[config.mk]
export PLATFORM = sky130hd
export DESIGN_NAME = reg_file_flat
export DESIGN_NICKNAME = d
export VERILOG_FILES = /design/src/rtl/reg_file_pkg.sv /design/src/rtl/reg_file_if.sv /design/src/rtl/reg_file_lookup.sv /design/src/rtl/reg_file.sv /design/src/flat_wrapper.sv
export SDC_FILE = /design/constraint.sdc
export NUM_CORES = 2
export LEC_CHECK = 0
export CORE_UTILIZATION = 35
export DETAILED_ROUTE_END_ITERATION = 8
export PLACE_DENSITY = 0.56
export SLEW_MARGIN = 20
export SYNTH_ARGS = -nofsm -noshare
export SYNTH_HDL_FRONTEND = slang
export SYNTH_SLANG_ARGS = --single-unit
[constraint.sdc]
create_clock -name clk -period 39.4 [get_ports clk]
set_input_delay 7.88 -clock clk [delete_from_list [all_inputs] [get_ports clk]]
set_output_delay 7.88 -clock clk [all_outputs]
set_load 0.02 [all_outputs]
[src/rtl/reg_file_pkg.sv]
// Shared sizes and types for the architectural register file with rename tags.
package reg_file_pkg;

  localparam int unsigned REG_NUM      = 32;
  localparam int unsigned REG_IDX_SIZE = 5;
  localparam int unsigned ROB_IDX_SIZE = 4;
  localparam int unsigned DATA_SIZE    = 32;

  typedef logic [REG_IDX_SIZE-1:0] reg_idx_t;
  typedef logic [ROB_IDX_SIZE-1:0] rob_idx_t;
  typedef logic [DATA_SIZE-1:0]    data_t;

  typedef struct packed {
    data_t    val;
    logic     busy;
    rob_idx_t tag;
  } reg_entry_t;

  typedef struct packed {
    logic     en;
    rob_idx_t idx;
    reg_idx_t dest;
    data_t    val;
  } commit_t;

  typedef enum logic [1:0] {
    SRC_ZERO,
    SRC_FWD,
    SRC_TAG,
    SRC_REG
  } lookup_src_e;

endpackage

[src/rtl/reg_file_if.sv]
// Commit, rename and operand-lookup signals between ROB/decoder and the register file.
interface reg_file_if;
  import reg_file_pkg::*;

  logic     rob_in_en;
  rob_idx_t rob_idx_in;
  reg_idx_t rob_dest_in;
  data_t    rob_val_in;

  logic     de_rename_en;
  reg_idx_t de_rename_reg;
  rob_idx_t de_rename_idx;

  reg_idx_t rs1_idx;
  reg_idx_t rs2_idx;
  logic     rs1_busy;
  logic     rs2_busy;
  rob_idx_t rs1_tag;
  rob_idx_t rs2_tag;
  data_t    rs1_val;
  data_t    rs2_val;

  modport slave (
    input  rob_in_en, rob_idx_in, rob_dest_in, rob_val_in,
    input  de_rename_en, de_rename_reg, de_rename_idx,
    input  rs1_idx, rs2_idx,
    output rs1_busy, rs2_busy, rs1_tag, rs2_tag, rs1_val, rs2_val
  );

  modport master (
    output rob_in_en, rob_idx_in, rob_dest_in, rob_val_in,
    output de_rename_en, de_rename_reg, de_rename_idx,
    output rs1_idx, rs2_idx,
    input  rs1_busy, rs2_busy, rs1_tag, rs2_tag, rs1_val, rs2_val
  );

endinterface

[src/rtl/reg_file_lookup.sv]
// Combinational operand read: zero register, commit forwarding, pending tag or stored value.
module reg_file_lookup
  import reg_file_pkg::*;
(
  input  reg_idx_t   idx_i,
  input  reg_entry_t entry_i,
  input  commit_t    commit_i,
  output logic       busy_o,
  output rob_idx_t   tag_o,
  output data_t      val_o
);

  lookup_src_e src;

  // Forward only when the committing tag is exactly the producer this register waits on.
  always_comb begin
    src = SRC_REG;
    if (idx_i == '0) begin
      src = SRC_ZERO;
    end else if (entry_i.busy && commit_i.en && commit_i.dest == idx_i &&
                 commit_i.idx == entry_i.tag) begin
      src = SRC_FWD;
    end else if (entry_i.busy) begin
      src = SRC_TAG;
    end
  end

  always_comb begin
    busy_o = 1'b0;
    tag_o  = '0;
    val_o  = '0;
    case (src)
      SRC_ZERO: ;
      SRC_FWD:  val_o = commit_i.val;
      SRC_TAG: begin
        busy_o = 1'b1;
        tag_o  = entry_i.tag;
      end
      SRC_REG:  val_o = entry_i.val;
    endcase
  end

endmodule

[src/rtl/reg_file.sv]
// Architectural register file with per-register rename tags, ROB commit and roll-back flush.
module reg_file
  import reg_file_pkg::*;
(
  input logic       clk,
  input logic       rst_in,
  input logic       rdy_in,
  input logic       roll_back,
  reg_file_if.slave bus
);

  reg_entry_t rf_q [REG_NUM];
  reg_entry_t rf_d [REG_NUM];
  commit_t    commit;

  always_comb begin
    commit.en   = bus.rob_in_en;
    commit.idx  = bus.rob_idx_in;
    commit.dest = bus.rob_dest_in;
    commit.val  = bus.rob_val_in;
  end

  // Commit first, then flush or rename, so a same-cycle rename overrides the commit's busy clear.
  always_comb begin
    rf_d = rf_q;
    if (commit.en && commit.dest != '0) begin
      rf_d[commit.dest].val = commit.val;
      if (rf_q[commit.dest].busy && rf_q[commit.dest].tag == commit.idx) begin
        rf_d[commit.dest].busy = 1'b0;
      end
    end
    if (roll_back) begin
      for (int unsigned i = 0; i < REG_NUM; i++) begin
        rf_d[i].busy = 1'b0;
      end
    end else if (bus.de_rename_en && bus.de_rename_reg != '0) begin
      rf_d[bus.de_rename_reg].busy = 1'b1;
      rf_d[bus.de_rename_reg].tag  = bus.de_rename_idx;
    end
  end

  always_ff @(posedge clk or posedge rst_in) begin
    if (rst_in) begin
      rf_q <= '{default: '0};
    end else if (rdy_in) begin
      rf_q <= rf_d;
    end
  end

  reg_file_lookup u_rs1 (
    .idx_i    (bus.rs1_idx),
    .entry_i  (rf_q[bus.rs1_idx]),
    .commit_i (commit),
    .busy_o   (bus.rs1_busy),
    .tag_o    (bus.rs1_tag),
    .val_o    (bus.rs1_val)
  );

  reg_file_lookup u_rs2 (
    .idx_i    (bus.rs2_idx),
    .entry_i  (rf_q[bus.rs2_idx]),
    .commit_i (commit),
    .busy_o   (bus.rs2_busy),
    .tag_o    (bus.rs2_tag),
    .val_o    (bus.rs2_val)
  );

endmodule
[src/flat_wrapper.sv]
// flat-port wrapper written by rule: the top's interface ports become plain ports
module reg_file_flat import reg_file_pkg::*;
  (clk, rst_in, rdy_in, roll_back, bus_rob_in_en, bus_rob_idx_in, bus_rob_dest_in, bus_rob_val_in, bus_de_rename_en, bus_de_rename_reg, bus_de_rename_idx, bus_rs1_idx, bus_rs2_idx, bus_rs1_busy, bus_rs2_busy, bus_rs1_tag, bus_rs2_tag, bus_rs1_val, bus_rs2_val);
  reg_file_if bus_i ();
  input logic clk;
  input logic rst_in;
  input logic rdy_in;
  input logic roll_back;
  input wire logic [$bits(bus_i.rob_in_en)-1:0] bus_rob_in_en;
  input wire logic [$bits(bus_i.rob_idx_in)-1:0] bus_rob_idx_in;
  input wire logic [$bits(bus_i.rob_dest_in)-1:0] bus_rob_dest_in;
  input wire logic [$bits(bus_i.rob_val_in)-1:0] bus_rob_val_in;
  input wire logic [$bits(bus_i.de_rename_en)-1:0] bus_de_rename_en;
  input wire logic [$bits(bus_i.de_rename_reg)-1:0] bus_de_rename_reg;
  input wire logic [$bits(bus_i.de_rename_idx)-1:0] bus_de_rename_idx;
  input wire logic [$bits(bus_i.rs1_idx)-1:0] bus_rs1_idx;
  input wire logic [$bits(bus_i.rs2_idx)-1:0] bus_rs2_idx;
  output wire logic [$bits(bus_i.rs1_busy)-1:0] bus_rs1_busy;
  output wire logic [$bits(bus_i.rs2_busy)-1:0] bus_rs2_busy;
  output wire logic [$bits(bus_i.rs1_tag)-1:0] bus_rs1_tag;
  output wire logic [$bits(bus_i.rs2_tag)-1:0] bus_rs2_tag;
  output wire logic [$bits(bus_i.rs1_val)-1:0] bus_rs1_val;
  output wire logic [$bits(bus_i.rs2_val)-1:0] bus_rs2_val;
  assign bus_i.rob_in_en = bus_rob_in_en;
  assign bus_i.rob_idx_in = bus_rob_idx_in;
  assign bus_i.rob_dest_in = bus_rob_dest_in;
  assign bus_i.rob_val_in = bus_rob_val_in;
  assign bus_i.de_rename_en = bus_de_rename_en;
  assign bus_i.de_rename_reg = bus_de_rename_reg;
  assign bus_i.de_rename_idx = bus_de_rename_idx;
  assign bus_i.rs1_idx = bus_rs1_idx;
  assign bus_i.rs2_idx = bus_rs2_idx;
  assign bus_rs1_busy = bus_i.rs1_busy;
  assign bus_rs2_busy = bus_i.rs2_busy;
  assign bus_rs1_tag = bus_i.rs1_tag;
  assign bus_rs2_tag = bus_i.rs2_tag;
  assign bus_rs1_val = bus_i.rs1_val;
  assign bus_rs2_val = bus_i.rs2_val;
  reg_file u_core (.clk(clk), .rst_in(rst_in), .rdy_in(rdy_in), .roll_back(roll_back), .bus(bus_i));
endmodule
* Word-level counts from Yosys, hierarchy flattened
Index checks and enable logic that the tools add are counted.
Storage, ports and cells: flip-flop bits (word level) 1184, input port bits 66, output and inout port bits 74, word-level logic and storage cells 233
Cells by class: order comparisons 6, eq/ne operators 11, mux-type cells 101, bitwise operators 4, reductions and logical operators 15
Operators with widths (count):
- 1184-bit bitwise mux | 4
- 1184-bit 2-to-1 mux | 3
- 36-bit 2-to-1 mux | 31
- 37-bit demux with 5-bit select | 4
- 37-bit binary-select mux with 5-bit select | 3
- 37-bit 2-to-1 mux | 5
- 32-bit case mux with 2 select lines | 2
- 1-bit 2-to-1 mux | 36
- 32-bit 2-to-1 mux | 1
- 6-bit greater-or-equal comparator, second input constant | 4
- 5-bit NOT with 6-bit output | 4
- 5-bit 2-to-1 mux | 4
- 4-bit 2-to-1 mux | 4
- 4-bit equality test | 3
- 6-bit by 1-bit < comparator with 1-bit output, second input constant | 2
- 1-bit logical AND | 11
- 5-bit equality test | 2
- 5-bit logical NOT | 2
- 5-bit nonzero test | 2
- 2-bit equality test, second input constant | 4
- 2-bit 2-to-1 mux | 4
- 2-bit by 1-bit equality test with 1-bit output, second input constant | 2

* Depth between registers and ports, before layout
depth after elaboration 13, gate-level depth with buffers 12, mapped depth without buffers 7

* Cells and area by module
From an unflattened synthesis, not the netlist that was laid out.
Unflattened totals: cell total of the unflattened synthesis 4267, area, all modules 65594.2 um^2
By module, submodules not included:
- reg_file | instances 1, cells each 3989, area each 63967.6 um^2, sequential area each 29628.4 um^2
- reg_file_lookup | instances 2, cells each 139, area each 813.3 um^2, sequential area each 0.0 um^2

* Worst setup path after synthesis
Ideal clock, no wire load.
path type input-to-output, start input port bus_rs1_idx[0], end output port bus_rs1_val[11], arrival 10237 ps, data required time 31520 ps, path slack 21283 ps, cell stages on the path 8, buffers on the path 4, cells stage by stage buf_6 -> buf_2 -> buf_2 -> buf_1 -> mux4_2 -> mux4_2 -> mux2i_1 -> o22ai_1
On the way: longest elaborated chain between the ends 11, elaborated cells on any way between the ends 16, classes of those cells 4 x eq/ne; 7 x mux; 1 x bitwise; 4 x reduce/logical
Ends and longest elaborated chain:
- from (decl) | line flat_wrapper.sv:16 | input wire logic [$bits(bus_i.rs1_idx)-1:0] bus_rs1_idx;
- branches (longest 10 deep; another with 37-bit binary-select mux with 5-bit select)
- 32-bit case mux with 2 select lines * | line reg_file_lookup.sv:32 | case (src)
- to (decl) | line flat_wrapper.sv:22 | output wire logic [$bits(bus_i.rs1_val)-1:0] bus_rs1_val;
Every way passes the cells marked *. The select of a mux whose other input is x is not followed.

* Worst setup path in the final report
start input port bus_rs2_idx[0], end output port bus_rs2_val[28]
On the way: longest elaborated chain between the ends 11, elaborated cells on any way between the ends 16, classes of those cells 4 x eq/ne; 7 x mux; 1 x bitwise; 4 x reduce/logical
Ends and longest elaborated chain:
- from (decl) | line flat_wrapper.sv:17 | input wire logic [$bits(bus_i.rs2_idx)-1:0] bus_rs2_idx;
- branches (longest 10 deep; another with 37-bit binary-select mux with 5-bit select)
- 32-bit case mux with 2 select lines * | line reg_file_lookup.sv:32
- to (decl) | line flat_wrapper.sv:23 | output wire logic [$bits(bus_i.rs2_val)-1:0] bus_rs2_val;
Marks and branches as above.

==> results.cfg <==
[layout]
largest_reg_flops = 1184
reg_top3 = u_core.rf_q (1184)
fin_nets = 4466
utilization = 0.396
final_common_cell = dfrtp_1
drive_above_1_share = 0.477
most-common-layout-cells = dfrtp_1, mux2_2, mux4_2, nand2_1, mux2i_1
multi_input_area_sq_mm = 0.0341
fillers = 17200
largest-register = u_core.rf_q
seq_area_sq_mm = 0.0296
syn2layout_area_growth_pct = 12.2

[critical_path]
endpoint_kind = output port
r2r_cells = 7
critPathMaxFanout = 47
crit_required_ns = 31.52
rr_endpoint = u_core.rf_q[485]
r2r_slack_ns = 36.57
timing.rr.start = u_core.rf_q[892]
crit_path_start_kind = input port
cp.arrival_ns = 13.42
crit_type = in -> out

[pwr]
powerDensity_mw_per_mm2 = 45.4
p_leak_uw = 0.0321
ir_drop_mv = 0.0405

[grt]
gr-total-overflow = 0
grt_pass1_wl_mm = 316
grt_pass1_vias = 42700
antenna_found_initial = 3
grt.total_usage = 0.228
grt_max_degree = 159

[logic_synthesis]
syn_inst = 4501
syn_nets = 4567
syn-cell-area_sq_mm = 0.0656
synth_top_family_by_area = multiplexers
synth_edf_count = 0
ys_types = 59
synth_seq_area_share = 0.451
post_synth.cell_area_avg_sq_um = 14.6
synthArstFlopShare = 1.00
ys.flop_type = dfrtp_1
synth_seq_cells = 1184
synthAdderAreaFrac = 0
yosysWarnings = 0
synth_simple_gate_area_frac = 0.0447
synth_xor_area_frac = 0.00227
muxShareOfSynthArea = 0.445
synth-compound-area-share = 0.0227

[timing]
hold_violations = 0
tightest_slew_ns = 1.19
finalMaxSlewViolations = 0
clock_skew_ns = 0.0184
fmax_mhz = 46.9
slew_headroom = 0.207
fin_crit_sh = 0.541
setup_tns_ns = 0
setup_viol = 0
rsz0062_at_grt = no
post-route-min-period_ns = 21.30

[run_status]
status = finished clean

[place]
globalplace.congestion = 0.880
portBuffers = 139
hpwl_mm = 120

[drt]
vias = 41900
routed_wl_mm = 216
postRouteAntennaNets = 0
first_iter_violations = 3870
drc = 0
routed_via_density = 5.99
wl_per_cell_microns = 30.9
firstDrtPassIters = 5

[hold_path]
hold_start = u_core.rf_q[1172]
hold_path_depth = 0
worstHoldPathType = reg -> reg
min_to = u_core.rf_q[1172]

[clocking]
numCtsBuffers = 136
cts_hold_buf = 0
root_buffer = clkbuf_16
clock_sinks = 1184
cts_resized = 0
cts_tree = yes
clkLatencyLatePin_ns = 0.79
post-cts-setup-buffer-count = 0
h-tree-depth = 4
clkTransAtPathRegs_ns = 0.06
clock_path_buffers = 3

[flow_run]
maxCapViolCount = 0

[floorplan]
die_area_sq_mm = 0.189
start_util = 0.353
ioPinCount = 140
rows = 158
die_h_microns = 435
die_x_microns = 435
core_area_sq_mm = 0.186
==> worst max-delay path by stage <==
stage	start	end	depth (start not counted)
after global routing	bus_rs2_idx[0]	bus_rs2_val[28]	9
final	bus_rs2_idx[0]	bus_rs2_val[28]	9
after CTS	bus_rs2_idx[0]	bus_rs2_val[28]	9
after floorplan	rst_in	u_core.rf_q[0]	1
after detailed placement	bus_rs2_idx[0]	bus_rs2_val[28]	9
after global placement	bus_rs2_idx[0]	bus_rs2_val[28]	9
==> per-layer routing <==
layer | GRT usage | wire length, microns | vias up
li1 | - | - | 17000
met1 | 0.310 | 91400 | 23000
met2 | 0.366 | 104000 | 1476
met3 | 0.0405 | 12900 | 372
met4 | 0.0809 | 7930 | 0
met5 | 0 | 0 | -
==> cell type report <==
type | instances | share of cell area
clock buffers | 197 | 0.0540
multi-input cells | 2798 | 0.462
well taps | 2480 | 0.0421
clock inverters | 46 | 0.00759
repair buffers | 246 | 0.0300
diodes | 1 | 0.0000340
inverters | 34 | 0.00185
flip-flops and latches | 1184 | 0.402
==> power breakdown <==
group	total, uW	internal [uW]	switching (uW)	leakage [uW]
Sequential	1470	1360	110	0.0158
Combinational	577	327	250	0.0141
Clock	1300	753	547	0.00222
==> worst max-delay path, cell delays in order <==
cell	delay (ns)
buf_8	0.39
buf_4	0.83
buf_4	0.68
buf_4	0.89
mux4_2	0.61
mux4_2	0.53
mux2i_1	0.65
o22ai_2	0.15
clkdlybuf4s50_1	0.61
==> cells in the mapped netlist (all sizes together) (5+ instances only) <==
| master | n | area share |
|---|---|---|
| a41oi | 8 | 0.0011 |
| nand3b | 8 | 0.00091 |
| xnor2 | 10 | 0.0013 |
| nand2 | 473 | 0.027 |
| or4 | 5 | 0.00057 |
| clkbuf | 261 | 0.015 |
| a21oi | 19 | 0.0014 |
| buf | 224 | 0.017 |
| or3 | 6 | 0.00057 |
| mux4 | 716 | 0.25 |
| a22oi | 8 | 0.00091 |
| mux2i | 176 | 0.027 |
| o22ai | 79 | 0.010 |
| o221ai | 8 | 0.0011 |
| nand3 | 23 | 0.0018 |
| nand4 | 18 | 0.0017 |
| xor2 | 7 | 0.00093 |
| a31oi | 24 | 0.0023 |
| and3 | 5 | 0.00048 |
| or2 | 13 | 0.0012 |
| o21ai | 38 | 0.0029 |
| nor4 | 11 | 0.0011 |
| dfrtp | 1184 | 0.45 |
| nor2b | 12 | 0.0011 |
| nor2 | 64 | 0.0037 |
| inv | 31 | 0.0018 |
| nor3 | 15 | 0.0011 |
| nand2b | 12 | 0.0011 |
| mux2 | 1002 | 0.17 |
==> cells by family (layout without fill, tap and decap cells) <==
group                     count (synthesis)  after routing
xor gates and xnor gates                 17             17
muxes                                  1894           1894
other                                     0              1
buffers and inverters                   519            523
AOI/OAI and AO/OA                       204            204
DFF                                    1184           1184
and+or+nand+nor                         683            683
==> through the flow <==
stage               area (sq um)  instances  power (uW)  hold slack [ns]  setup slack, ns
finish                     73700       6986        3350            0.396            18.10
global route               73700       6986        3480            0.405            17.77
CTS                        73700       6985        3380            0.396            17.96
detailed placement         69200       6742        2070            0.382            17.97
global placement           69200       6740        2060            0.377            18.00
floorplan                  65600       4501        1890            0.441            15.17
No activity file was read; power rests on OpenSTA's default activity.
